### src/rtl/tdm_buffer_bridge_if.sv
// tdm_buffer_bridge_if -- groups the TDM pins, the MCU serial pins and the
// status/interrupt lines of tdm_buffer_bridge into one bundle.
//   TDM : c4, f0, data_from_dt (in to bridge), data_to_dt (out)
//   MCU : clk_from_stm, data_from_stm, int_ack (in), data_to_stm (out)
//   misc: loopback (in), cpu_int, overrun, frame_err (out)
// slave  = bridge side, master = board/MCU side driving the bridge.
interface tdm_buffer_bridge_if;
  logic c4;
  logic f0;
  logic data_from_dt;
  logic data_to_dt;
  logic clk_from_stm;
  logic data_from_stm;
  logic data_to_stm;
  logic int_ack;
  logic loopback;
  logic cpu_int;
  logic overrun;
  logic frame_err;

  modport slave (
    input  c4, f0, data_from_dt, clk_from_stm, data_from_stm, int_ack, loopback,
    output data_to_dt, data_to_stm, cpu_int, overrun, frame_err
  );

  modport master (
    output c4, f0, data_from_dt, clk_from_stm, data_from_stm, int_ack, loopback,
    input  data_to_dt, data_to_stm, cpu_int, overrun, frame_err
  );
endinterface

### src/rtl/tdm_buffer_bridge.sv
// tdm_buffer_bridge -- ping-pong bit buffer between a TDM serial link and an
// MCU serial port, all in the clk50 domain.
//   clk50   : sole clock, rising edge
//   reset_n : synchronous active-low reset (clears banks too)
//   bus     : tdm_buffer_bridge_if.slave (TDM pins, MCU pins, status)
// The TDM side fills rx[sel] / drains tx[sel]; the MCU side works on the
// opposite bank. After NUM_FRAMES frames the banks swap and cpu_int is raised.
module tdm_buffer_bridge #(
  parameter int BITS_PER_FRAME = 32,
  parameter int NUM_FRAMES     = 8,
  parameter int C4_PER_BIT     = 2
) (
  input logic              clk50,
  input logic              reset_n,
  tdm_buffer_bridge_if.slave bus
);
  localparam int DEPTH = BITS_PER_FRAME * NUM_FRAMES;
  localparam int PW    = (DEPTH > 1)          ? $clog2(DEPTH)          : 1;
  localparam int BW    = (BITS_PER_FRAME > 1) ? $clog2(BITS_PER_FRAME) : 1;
  localparam int FW    = (NUM_FRAMES > 1)     ? $clog2(NUM_FRAMES)     : 1;
  localparam int HW    = (C4_PER_BIT > 1)     ? $clog2(C4_PER_BIT)     : 1;

  // 2-flop synchronizers; index 1 is the usable value
  logic [1:0] c4_s, f0_s, dt_s, sck_s, sd_s;
  logic       c4_d, sck_d;

  logic [HW-1:0] phase;
  logic [BW-1:0] bit_idx;
  logic [FW-1:0] frame_idx;
  logic          sel;
  logic [PW-1:0] ptr;
  logic [1:0][DEPTH-1:0] rx_mem, tx_mem;

  logic data_to_dt, data_to_stm, cpu_int, overrun, frame_err;

  logic          c4_edge, sck_edge, last_phase, last_bit, last_frame, swap;
  logic          mcu_bank;
  logic [PW-1:0] idx, mcu_ptr;

  always_comb begin
    c4_edge    = c4_s[1] & ~c4_d;
    sck_edge   = sck_s[1] & ~sck_d;
    last_phase = (phase == HW'(C4_PER_BIT - 1));
    last_bit   = (bit_idx == BW'(BITS_PER_FRAME - 1));
    last_frame = (frame_idx == FW'(NUM_FRAMES - 1));
    swap       = f0_s[1] & c4_edge & last_phase & last_bit & last_frame;
    idx        = PW'(frame_idx) * PW'(BITS_PER_FRAME) + PW'(bit_idx);
    // a swap in this cycle hands the just-filled bank to the MCU at index 0
    mcu_bank   = swap ? sel : ~sel;
    mcu_ptr    = swap ? '0 : ptr;
  end

  always_ff @(posedge clk50) begin
    if (!reset_n) begin
      c4_s <= '0; f0_s <= '0; dt_s <= '0; sck_s <= '0; sd_s <= '0;
      c4_d <= 1'b0; sck_d <= 1'b0;
      phase <= '0; bit_idx <= '0; frame_idx <= '0; sel <= 1'b0; ptr <= '0;
      rx_mem <= '0; tx_mem <= '0;
      data_to_dt <= 1'b0; data_to_stm <= 1'b0;
      cpu_int <= 1'b0; overrun <= 1'b0; frame_err <= 1'b0;
    end else begin
      c4_s  <= {c4_s[0],  bus.c4};
      f0_s  <= {f0_s[0],  bus.f0};
      dt_s  <= {dt_s[0],  bus.data_from_dt};
      sck_s <= {sck_s[0], bus.clk_from_stm};
      sd_s  <= {sd_s[0],  bus.data_from_stm};
      c4_d  <= c4_s[1];
      sck_d <= sck_s[1];

      frame_err <= 1'b0;
      if (!f0_s[1]) begin
        // f0 low with a partial frame in flight: abort, recapture same frame
        if (phase != '0 || bit_idx != '0) frame_err <= 1'b1;
        phase   <= '0;
        bit_idx <= '0;
      end else if (c4_edge) begin
        if (phase == '0) begin
          rx_mem[sel][idx] <= dt_s[1];
          data_to_dt       <= bus.loopback ? dt_s[1] : tx_mem[sel][idx];
        end
        if (last_phase) begin
          phase <= '0;
          if (last_bit) begin
            bit_idx   <= '0;
            frame_idx <= last_frame ? '0 : frame_idx + 1'b1;
          end else begin
            bit_idx <= bit_idx + 1'b1;
          end
        end else begin
          phase <= phase + 1'b1;
        end
      end

      if (swap) begin
        sel     <= ~sel;
        cpu_int <= 1'b1;
        // a coincident ack counts as servicing the previous bank
        if (cpu_int && !bus.int_ack) overrun <= 1'b1;
      end else if (bus.int_ack) begin
        cpu_int <= 1'b0;
        overrun <= 1'b0;
      end

      if (sck_edge) begin
        data_to_stm                <= rx_mem[mcu_bank][mcu_ptr];
        tx_mem[mcu_bank][mcu_ptr]  <= sd_s[1];
        ptr <= (mcu_ptr == PW'(DEPTH - 1)) ? '0 : mcu_ptr + 1'b1;
      end else if (swap) begin
        ptr <= '0;
      end
    end
  end

  assign bus.data_to_dt  = data_to_dt;
  assign bus.data_to_stm = data_to_stm;
  assign bus.cpu_int     = cpu_int;
  assign bus.overrun     = overrun;
  assign bus.frame_err   = frame_err;
endmodule
### src/flat_wrapper.sv
// flat-port wrapper written by rule: the top's interface ports become plain ports
module tdm_buffer_bridge_flat 
#(
  parameter int BITS_PER_FRAME = 32,
  parameter int NUM_FRAMES     = 8,
  parameter int C4_PER_BIT     = 2
)
  (clk50, reset_n, bus_c4, bus_f0, bus_data_from_dt, bus_clk_from_stm, bus_data_from_stm, bus_int_ack, bus_loopback, bus_data_to_dt, bus_data_to_stm, bus_cpu_int, bus_overrun, bus_frame_err);
  tdm_buffer_bridge_if bus_i ();
  input logic clk50;
  input logic reset_n;
  input wire logic [$bits(bus_i.c4)-1:0] bus_c4;
  input wire logic [$bits(bus_i.f0)-1:0] bus_f0;
  input wire logic [$bits(bus_i.data_from_dt)-1:0] bus_data_from_dt;
  input wire logic [$bits(bus_i.clk_from_stm)-1:0] bus_clk_from_stm;
  input wire logic [$bits(bus_i.data_from_stm)-1:0] bus_data_from_stm;
  input wire logic [$bits(bus_i.int_ack)-1:0] bus_int_ack;
  input wire logic [$bits(bus_i.loopback)-1:0] bus_loopback;
  output wire logic [$bits(bus_i.data_to_dt)-1:0] bus_data_to_dt;
  output wire logic [$bits(bus_i.data_to_stm)-1:0] bus_data_to_stm;
  output wire logic [$bits(bus_i.cpu_int)-1:0] bus_cpu_int;
  output wire logic [$bits(bus_i.overrun)-1:0] bus_overrun;
  output wire logic [$bits(bus_i.frame_err)-1:0] bus_frame_err;
  assign bus_i.c4 = bus_c4;
  assign bus_i.f0 = bus_f0;
  assign bus_i.data_from_dt = bus_data_from_dt;
  assign bus_i.clk_from_stm = bus_clk_from_stm;
  assign bus_i.data_from_stm = bus_data_from_stm;
  assign bus_i.int_ack = bus_int_ack;
  assign bus_i.loopback = bus_loopback;
  assign bus_data_to_dt = bus_i.data_to_dt;
  assign bus_data_to_stm = bus_i.data_to_stm;
  assign bus_cpu_int = bus_i.cpu_int;
  assign bus_overrun = bus_i.overrun;
  assign bus_frame_err = bus_i.frame_err;
  tdm_buffer_bridge #(.BITS_PER_FRAME(BITS_PER_FRAME), .NUM_FRAMES(NUM_FRAMES), .C4_PER_BIT(C4_PER_BIT)) u_core (.clk50(clk50), .reset_n(reset_n), .bus(bus_i));
endmodule
### config.mk
export PLATFORM = sky130hd
export DESIGN_NAME = tdm_buffer_bridge_flat
export DESIGN_NICKNAME = d
export VERILOG_FILES = /design/src/rtl/tdm_buffer_bridge_if.sv /design/src/rtl/tdm_buffer_bridge.sv /design/src/flat_wrapper.sv
export SDC_FILE = /design/constraint.sdc
export NUM_CORES = 2
export LEC_CHECK = 0
export CAP_MARGIN = 20
export CORE_ASPECT_RATIO = 1.4
export CORE_MARGIN = 2
export CORE_UTILIZATION = 48
export CTS_BUF_LIST = sky130_fd_sc_hd__clkbuf_8 sky130_fd_sc_hd__clkbuf_16
export DETAILED_ROUTE_END_ITERATION = 12
export GPL_ROUTABILITY_DRIVEN = 0
export PLACE_DENSITY_LB_ADDON = 0.1
export SYNTH_ARGS = -nofsm -noshare
export SYNTH_HDL_FRONTEND = slang
export SYNTH_SLANG_ARGS = --single-unit
### constraint.sdc
create_clock -name clk50 -period 7.3 [get_ports clk50]
set_clock_uncertainty 0.2 [all_clocks]
set_input_delay 0.73 -clock clk50 [delete_from_list [all_inputs] [get_ports clk50]]
set_output_delay 0.73 -clock clk50 [all_outputs]
set_load 0.02 [all_outputs]
**After elaboration in Yosys (flattened, before gate mapping)**

Cells that the tools add are included.

- Add/subtract/negate cells: 5
- Magnitude comparators: 8
- Eq/ne operators: 4
- Muxes and demuxes: 31
- Bitwise gates (word level): 11
- Reduce and logical (&&, ||, !) cells: 15

Operators with widths:

| kind | number |
|---|---|
| $mux 256 | 6 |
| $bwmux 512 | 2 |
| $demux 256 s1 | 2 |
| $mux 8 | 3 |
| $lt 8x9->1 const B | 2 |
| $bmux 1 s8 | 2 |
| $demux 1 s8 | 2 |
| $ge 8x1->1 const B | 2 |
| $mux 1 | 12 |
| $add 8x1->8 const B | 1 |
| $add 8x5->8 | 1 |
| $eq 8x8->1 const B | 1 |
| $and 1x1->1 | 6 |
| $reduce_and 2->1 | 3 |
| $add 5x1->5 const B | 1 |
| $eq 5x5->1 const B | 1 |
| $logic_and 1x1->1 | 5 |
| $mux 5 | 1 |
| $not 1->1 | 5 |
| $reduce_bool 5->1 | 1 |
| $lt 1x2->1 const B | 2 |
| $reduce_and 4->1 | 1 |
| $add 3x1->3 const B | 1 |
| $eq 3x3->1 const B | 1 |
| 9 further kinds | 10 |

- Bits in registers: 1059
- Input bits: 9
- Output and inout bits: 5
- Word-level logic and storage cells: 95

**Depth between registers and ports, before layout**

- Depth after elaboration: 14
- Gate-level depth with buffers: 21
- Mapped depth without buffers: 13

**Worst setup path after synthesis**

No wires, ideal clock.

- Path type: register to register
- Start: register u_core.bit_idx[2]
- End: register u_core.tx_mem[110] (netlist name)
- Setup time: 0.116 ns
- Arrival time: 3.932 ns
- Required time: 6.984 ns
- Path slack: 3.052 ns
- Stages on the path, launching flop included: 22
- Path buffers: 9
- Period minus slack after synthesis: 4.248 ns
- Cells stage by stage: dfxtp_1 clkbuf_1 and2_1 clkbuf_1 nand2_1 inv_1 clkbuf_1 ha_1 buf_2 and4_1 buf_6 a21oi_4 inv_2 clkbuf_1 ha_1 clkbuf_1 and2_1 clkbuf_1 nand2_1 clkbuf_1 o21ai_0 nor2_1

- Cells in the longest elaborated chain, start to end: 11
- Elaborated cells between the ends (all ways): 16
- Those cells by class: order compare: 4; eq/ne: 1; mux: 7; bitwise: 2; reduce/logical: 2

RTL lines:

| what | RTL line | text |
|---|---|---|
| start, declared | tdm_buffer_bridge.sv:28 | `logic [BW-1:0] bit_idx;` |
| start signal, assigned | tdm_buffer_bridge.sv:87 | `bit_idx <= bit_idx + 1'b1;` |
| $eq 5x5->1 (*) | tdm_buffer_bridge.sv:44 | `last_bit = (bit_idx == BW'(BITS_PER_FRAME - 1));` |
| $and 1x1->1 (*) (2 in a row) | tdm_buffer_bridge.sv:46 | `swap = f0_s[1] & c4_edge & last_phase & last_bit & last_frame;` |
| $mux 8 | n/a |  |
| $lt 8x9->1 (implied by the code) / $ge 8x1->1 (equally long branches) | tdm_buffer_bridge.sv:106 | `tx_mem[mcu_bank][mcu_ptr] <= sd_s[1];` |
| $logic_and 1x1->1 (implied by the code) | tdm_buffer_bridge.sv:106 |  |
| $mux 1 (implied by the code) | tdm_buffer_bridge.sv:106 |  |
| $demux 1 s8 | n/a |  |
| $mux 256 (implied by the code) | tdm_buffer_bridge.sv:106 |  |
| $demux 256 s1 (*) | n/a |  |
| $bwmux 512 (*) | tdm_buffer_bridge.sv:106 |  |
| end signal, assigned by index | tdm_buffer_bridge.sv:106 |  |
| end, declared | tdm_buffer_bridge.sv:32 | `logic [1:0][DEPTH-1:0] rx_mem, tx_mem;` |

Mark *: on every way between the ends. The rest lies on a longest branch, timed or not.
A chain may end at the register's enable or synchronous reset.

**Final worst setup path**

- Start: register u_core.bit_idx[0]
- End: register u_core.tx_mem[103] (netlist name)

The elaborated chain is that of the path after synthesis.

==> summary.log <==
qor: floorplanning.die-area 0.1066 mm2
qor: finish.n_fill_cell 9,833
qor: synth.asyncSetResetFlopFracSynth 0
qor: route.drc 0
qor: finish.fin_util 0.5248
qor: global_route.grt_pass1_vias 44.83k
qor: cts.postCtsSetupBuffers 0
qor: setup_path.crit_path_top_delay_cell sky130_fd_sc_hd__nand2_1
qor: setup_path.critical_path_class flip-flop to flip-flop
qor: route.dr.first_iter.drc_count 6,112
qor: synth.mappedNetlistArea 0.04992 mm2
qor: job.maxCapViolations 0
qor: synth.synth-seq-cells 1,059
qor: power.total_chip_power 11,860 uW
qor: sta.whs 0.2409 ns
qor: floorplanning.initial_utilization 0.4822
qor: cts.clock_sink_count 1,059
qor: cts.clock_pin_transition_on_the_worst_setup_and_hold_timing_paths 0.07 ns
qor: sta.rsz0062_at_grt false
qor: cts.cts_hold_buf 0
qor: route.avgRoutedWirePerCell 29.55 um
qor: sta.slew_viol_final 0
qor: setup_path.end_kind flip-flop
qor: setup_path.worst-path-max-fanout 33
qor: floorplanning.fp.dieH 385.6 um
qor: sta.worst_pin_slew 1.313 ns
qor: cts.h-tree-depth 3
qor: global_route.global_route.usage.total 0.3840
qor: synth.syn_avg_cell_area 8.307 um2
qor: finish.num_antenna_cells 0
qor: floorplanning.coreArea 0.1035 mm2
qor: sta.max_fclk 158.6 MHz
qor: cts.tritoncts done
qor: floorplanning.die_width 276.5 um
qor: placed_design.dpl.hpwl 123,400 um
qor: global_route.total_gr_overflow 0
qor: global_route.largest_net_degree_at_the_start_of_global_routing 270
qor: placed_design.portBuffers 13
qor: setup_path.worst_ep_required_time 7.71 ns
qor: setup_path.cp-start-kind flip-flop
qor: sta.timing.max_slew.rel_slack 0.1214
qor: global_route.grt_antenna_before_repair 4
qor: synth.count_of_flip_flops_with_a_built_in_enable_after_synthesis 0
qor: route.vias 47.45k
qor: synth.synth_warnings 0
qor: sta.setup_viol 0
qor: outcome.run_status completed
qor: route.via_per_inst 6.673
qor: power.peakVddDrop 0.1995 mV
qor: setup_path.critical_path.top_delay_family simple AND/OR/NAND/NOR gates
qor: synth.ys_seq_area_frac 0.4247
qor: setup_path.critical_path.cell_chain ha_1 -> nand2_1 -> buf_4 -> inv_1 -> ha_1 -> and4_1 -> a21oi_1 -> or2_1 -> nand2_2 -> nor2_2 -> nand2_1 -> o21ai_0 -> nor2_1
qor: cts.cts_buffer_depth 3
qor: sta.final_hold_viol_count 0
qor: setup_path.cp.buffers_inverters 2
qor: finish.finish.net_count 5,700
qor: setup_path.worst_path_largest_cell_delay 0.92 ns
qor: sta.layout_min_cycle_time 6.306 ns
qor: route.firstDrtPassIters 7
qor: floorplanning.io_pins 14
qor: worst_hold_path.min_path_type flip-flop to flip-flop
qor: global_route.grt_pass1_wl 305,500 um
qor: finish.drive_gt1_frac 0.1149
qor: floorplanning.placementRows 140
qor: power.power_leakage 0.01719 uW
qor: synth.synth-main-ff-cell sky130_fd_sc_hd__dfxtp_1
qor: cts.total_clock_buffers_created_by_cts 104
qor: synth.synth_fp_nets 6,029
qor: cts.resized_gates_after_cts 0
qor: cts.cts.root.buffer_cell sky130_fd_sc_hd__clkbuf_16
qor: route.ant_nets 0
qor: power.cellPowerDensity 218.3 mW/mm2
qor: sta.post-route-period-util 0.8638
qor: route.detail_route.wirelength 210,100 um
qor: sta.fin_tns_setup 0 ns
qor: synth.post_synth_inst_count 6,009
qor: synth.yosys.cell_types.count 77
qor: cts.clock_latency 0.72 ns
qor: setup_path.worst_ep_arrival_time 6.71 ns
qor: finish.area.growth.synth_to_final 8.833%
[metrics by stage]
step           instance area [um2]  std cells  setup slack (ns)
2_1_floorplan                49920       6009             3.052
3_3_place_gp                 50620       6913             1.330
3_5_place_dp                 50690       6918             1.158
4_1_cts                      54250       7105             1.145
5_1_grt                      54320       7110            0.8403
6_report                     54320       7110            0.9939
[sequential cells by signal, summed over array words and instances (netlist names), 2 cells and up]
register / count
u_core.dt_s: 2
u_core.frame_idx: 3
u_core.rx_mem: 512
u_core.bit_idx: 5
u_core.c4_s: 2
u_core.tx_mem: 512
u_core.ptr: 8
u_core.sck_s: 2
u_core.f0_s: 2
u_core.sd_s: 2
[routing by layer]
layer	GRT usage	wire (um)	vias to the layer above
li1	-	-	20857
met1	0.4401	74790	22932
met2	0.6212	95790	2740
met3	0.07563	19490	908
met4	0.3253	19990	8
met5	0	49	-
[placed cells by master (no fill, tap or decap), types with 11 or more instances in the layout]
| master | synthesis | final |
|---|---|---|
| sky130_fd_sc_hd__mux2_2 | 21 | 21 |
| sky130_fd_sc_hd__a31oi_1 | 24 | 24 |
| sky130_fd_sc_hd__a21oi_1 | 830 | 828 |
| sky130_fd_sc_hd__clkbuf_16 | 0 | 105 |
| sky130_fd_sc_hd__a21boi_0 | 257 | 257 |
| sky130_fd_sc_hd__nand2_1 | 208 | 208 |
| sky130_fd_sc_hd__o21ai_1 | 14 | 13 |
| sky130_fd_sc_hd__nor2_1 | 895 | 886 |
| sky130_fd_sc_hd__inv_1 | 11 | 28 |
| sky130_fd_sc_hd__nand2b_1 | 18 | 18 |
| sky130_fd_sc_hd__dfxtp_1 | 1059 | 1052 |
| sky130_fd_sc_hd__a22oi_1 | 12 | 12 |
| sky130_fd_sc_hd__nor2b_1 | 18 | 16 |
| sky130_fd_sc_hd__nand3_1 | 287 | 287 |
| sky130_fd_sc_hd__o221ai_1 | 39 | 39 |
| sky130_fd_sc_hd__or3_1 | 11 | 11 |
| sky130_fd_sc_hd__and2_1 | 45 | 36 |
| sky130_fd_sc_hd__clkinv_2 | 0 | 17 |
| sky130_fd_sc_hd__and3_1 | 16 | 13 |
| sky130_fd_sc_hd__ha_1 | 11 | 11 |
| sky130_fd_sc_hd__nor3_1 | 28 | 24 |
| sky130_fd_sc_hd__mux2i_1 | 63 | 63 |
| sky130_fd_sc_hd__buf_4 | 21 | 177 |
| sky130_fd_sc_hd__a221oi_1 | 43 | 43 |
| sky130_fd_sc_hd__o21ai_0 | 1067 | 1067 |
| sky130_fd_sc_hd__nor2_2 | 13 | 21 |
| sky130_fd_sc_hd__clkbuf_8 | 0 | 32 |
| sky130_fd_sc_hd__mux4_2 | 209 | 209 |
| sky130_fd_sc_hd__clkdlybuf4s50_1 | 0 | 12 |
| sky130_fd_sc_hd__o22ai_1 | 28 | 28 |
[final timing paths]
path / startpoint / endpoint / slack, ns / cells after the start
max: u_core.bit_idx[0] / u_core.tx_mem[103] / 0.99 / 13
min: u_core.dt_s[0] / u_core.dt_s[1] / 0.24 / 1
max reg2reg: u_core.bit_idx[0] / u_core.tx_mem[103] / 0.99 / 13
min reg2reg: u_core.dt_s[0] / u_core.dt_s[1] / 0.24 / 1
[synthesized netlist by cell type, types with 7 or more instances]
master                     count  area [um2]
sky130_fd_sc_hd__a21boi_0    257        1929
sky130_fd_sc_hd__ha_1         11       137.6
sky130_fd_sc_hd__a311oi_1      7       61.31
sky130_fd_sc_hd__clkbuf_1    510        1914
sky130_fd_sc_hd__a221oi_1     43       376.6
sky130_fd_sc_hd__a211oi_1      9       67.56
sky130_fd_sc_hd__o211ai_1     10       75.07
sky130_fd_sc_hd__a22oi_1      12       90.09
sky130_fd_sc_hd__buf_1        10       37.54
sky130_fd_sc_hd__buf_4        21       157.7
sky130_fd_sc_hd__or3_1        11       68.82
sky130_fd_sc_hd__o21ai_0    1067        5340
sky130_fd_sc_hd__mux4_2      209        4707
sky130_fd_sc_hd__buf_2        88       440.4
sky130_fd_sc_hd__buf_6         8       90.09
sky130_fd_sc_hd__nor2_2       13       81.33
sky130_fd_sc_hd__and2_1       45       281.5
sky130_fd_sc_hd__o21ai_1      14       70.07
sky130_fd_sc_hd__nand2_1     208       780.8
sky130_fd_sc_hd__mux2i_1      63       630.6
sky130_fd_sc_hd__inv_1        11       41.29
sky130_fd_sc_hd__nand4_1       7       43.79
sky130_fd_sc_hd__nor2b_1      18       112.6
sky130_fd_sc_hd__and3_1       16       100.1
sky130_fd_sc_hd__o22ai_1      28       175.2
sky130_fd_sc_hd__a31oi_1      24       150.1
sky130_fd_sc_hd__nand2b_1     18       112.6
sky130_fd_sc_hd__mux2_2       21       236.5
sky130_fd_sc_hd__nand3_1     287        1436
sky130_fd_sc_hd__dfxtp_1    1059       21200
sky130_fd_sc_hd__a21oi_1     830        4154
sky130_fd_sc_hd__nor3_1       28       140.1
sky130_fd_sc_hd__o221ai_1     39       341.6
sky130_fd_sc_hd__nor2_1      895        3359
[where the power goes]
part	switching [uW]	internal (uW)
Sequential	7.17	5780
Combinational	239	107
Clock	2450	3280
Total	2690	9170
[kinds of logic after synthesis]
kind of cell,count (synthesis),share of synthesized area
simple gates,1575,0.1352
compound gates,2413,0.2705
mux,293,0.1117
flops,1059,0.4247
buf+inv,651,0.05394
xor+xnor,7,0.001228
fa+ha+maj,11,0.002757
[layout make-up]
cell class                 instances  area [um2]  share of cell area
clock buffer                     137        3068             0.05647
clock inverter                    50       495.5            0.009121
inverter                          14       52.55           0.0009673
multi-input combinational       4299       26120              0.4808
sequential                      1059       21220              0.3906
tap                             1349        1688             0.03107
timing repair buffer             202        1680             0.03093
Power figures use the tool's default switching activity.
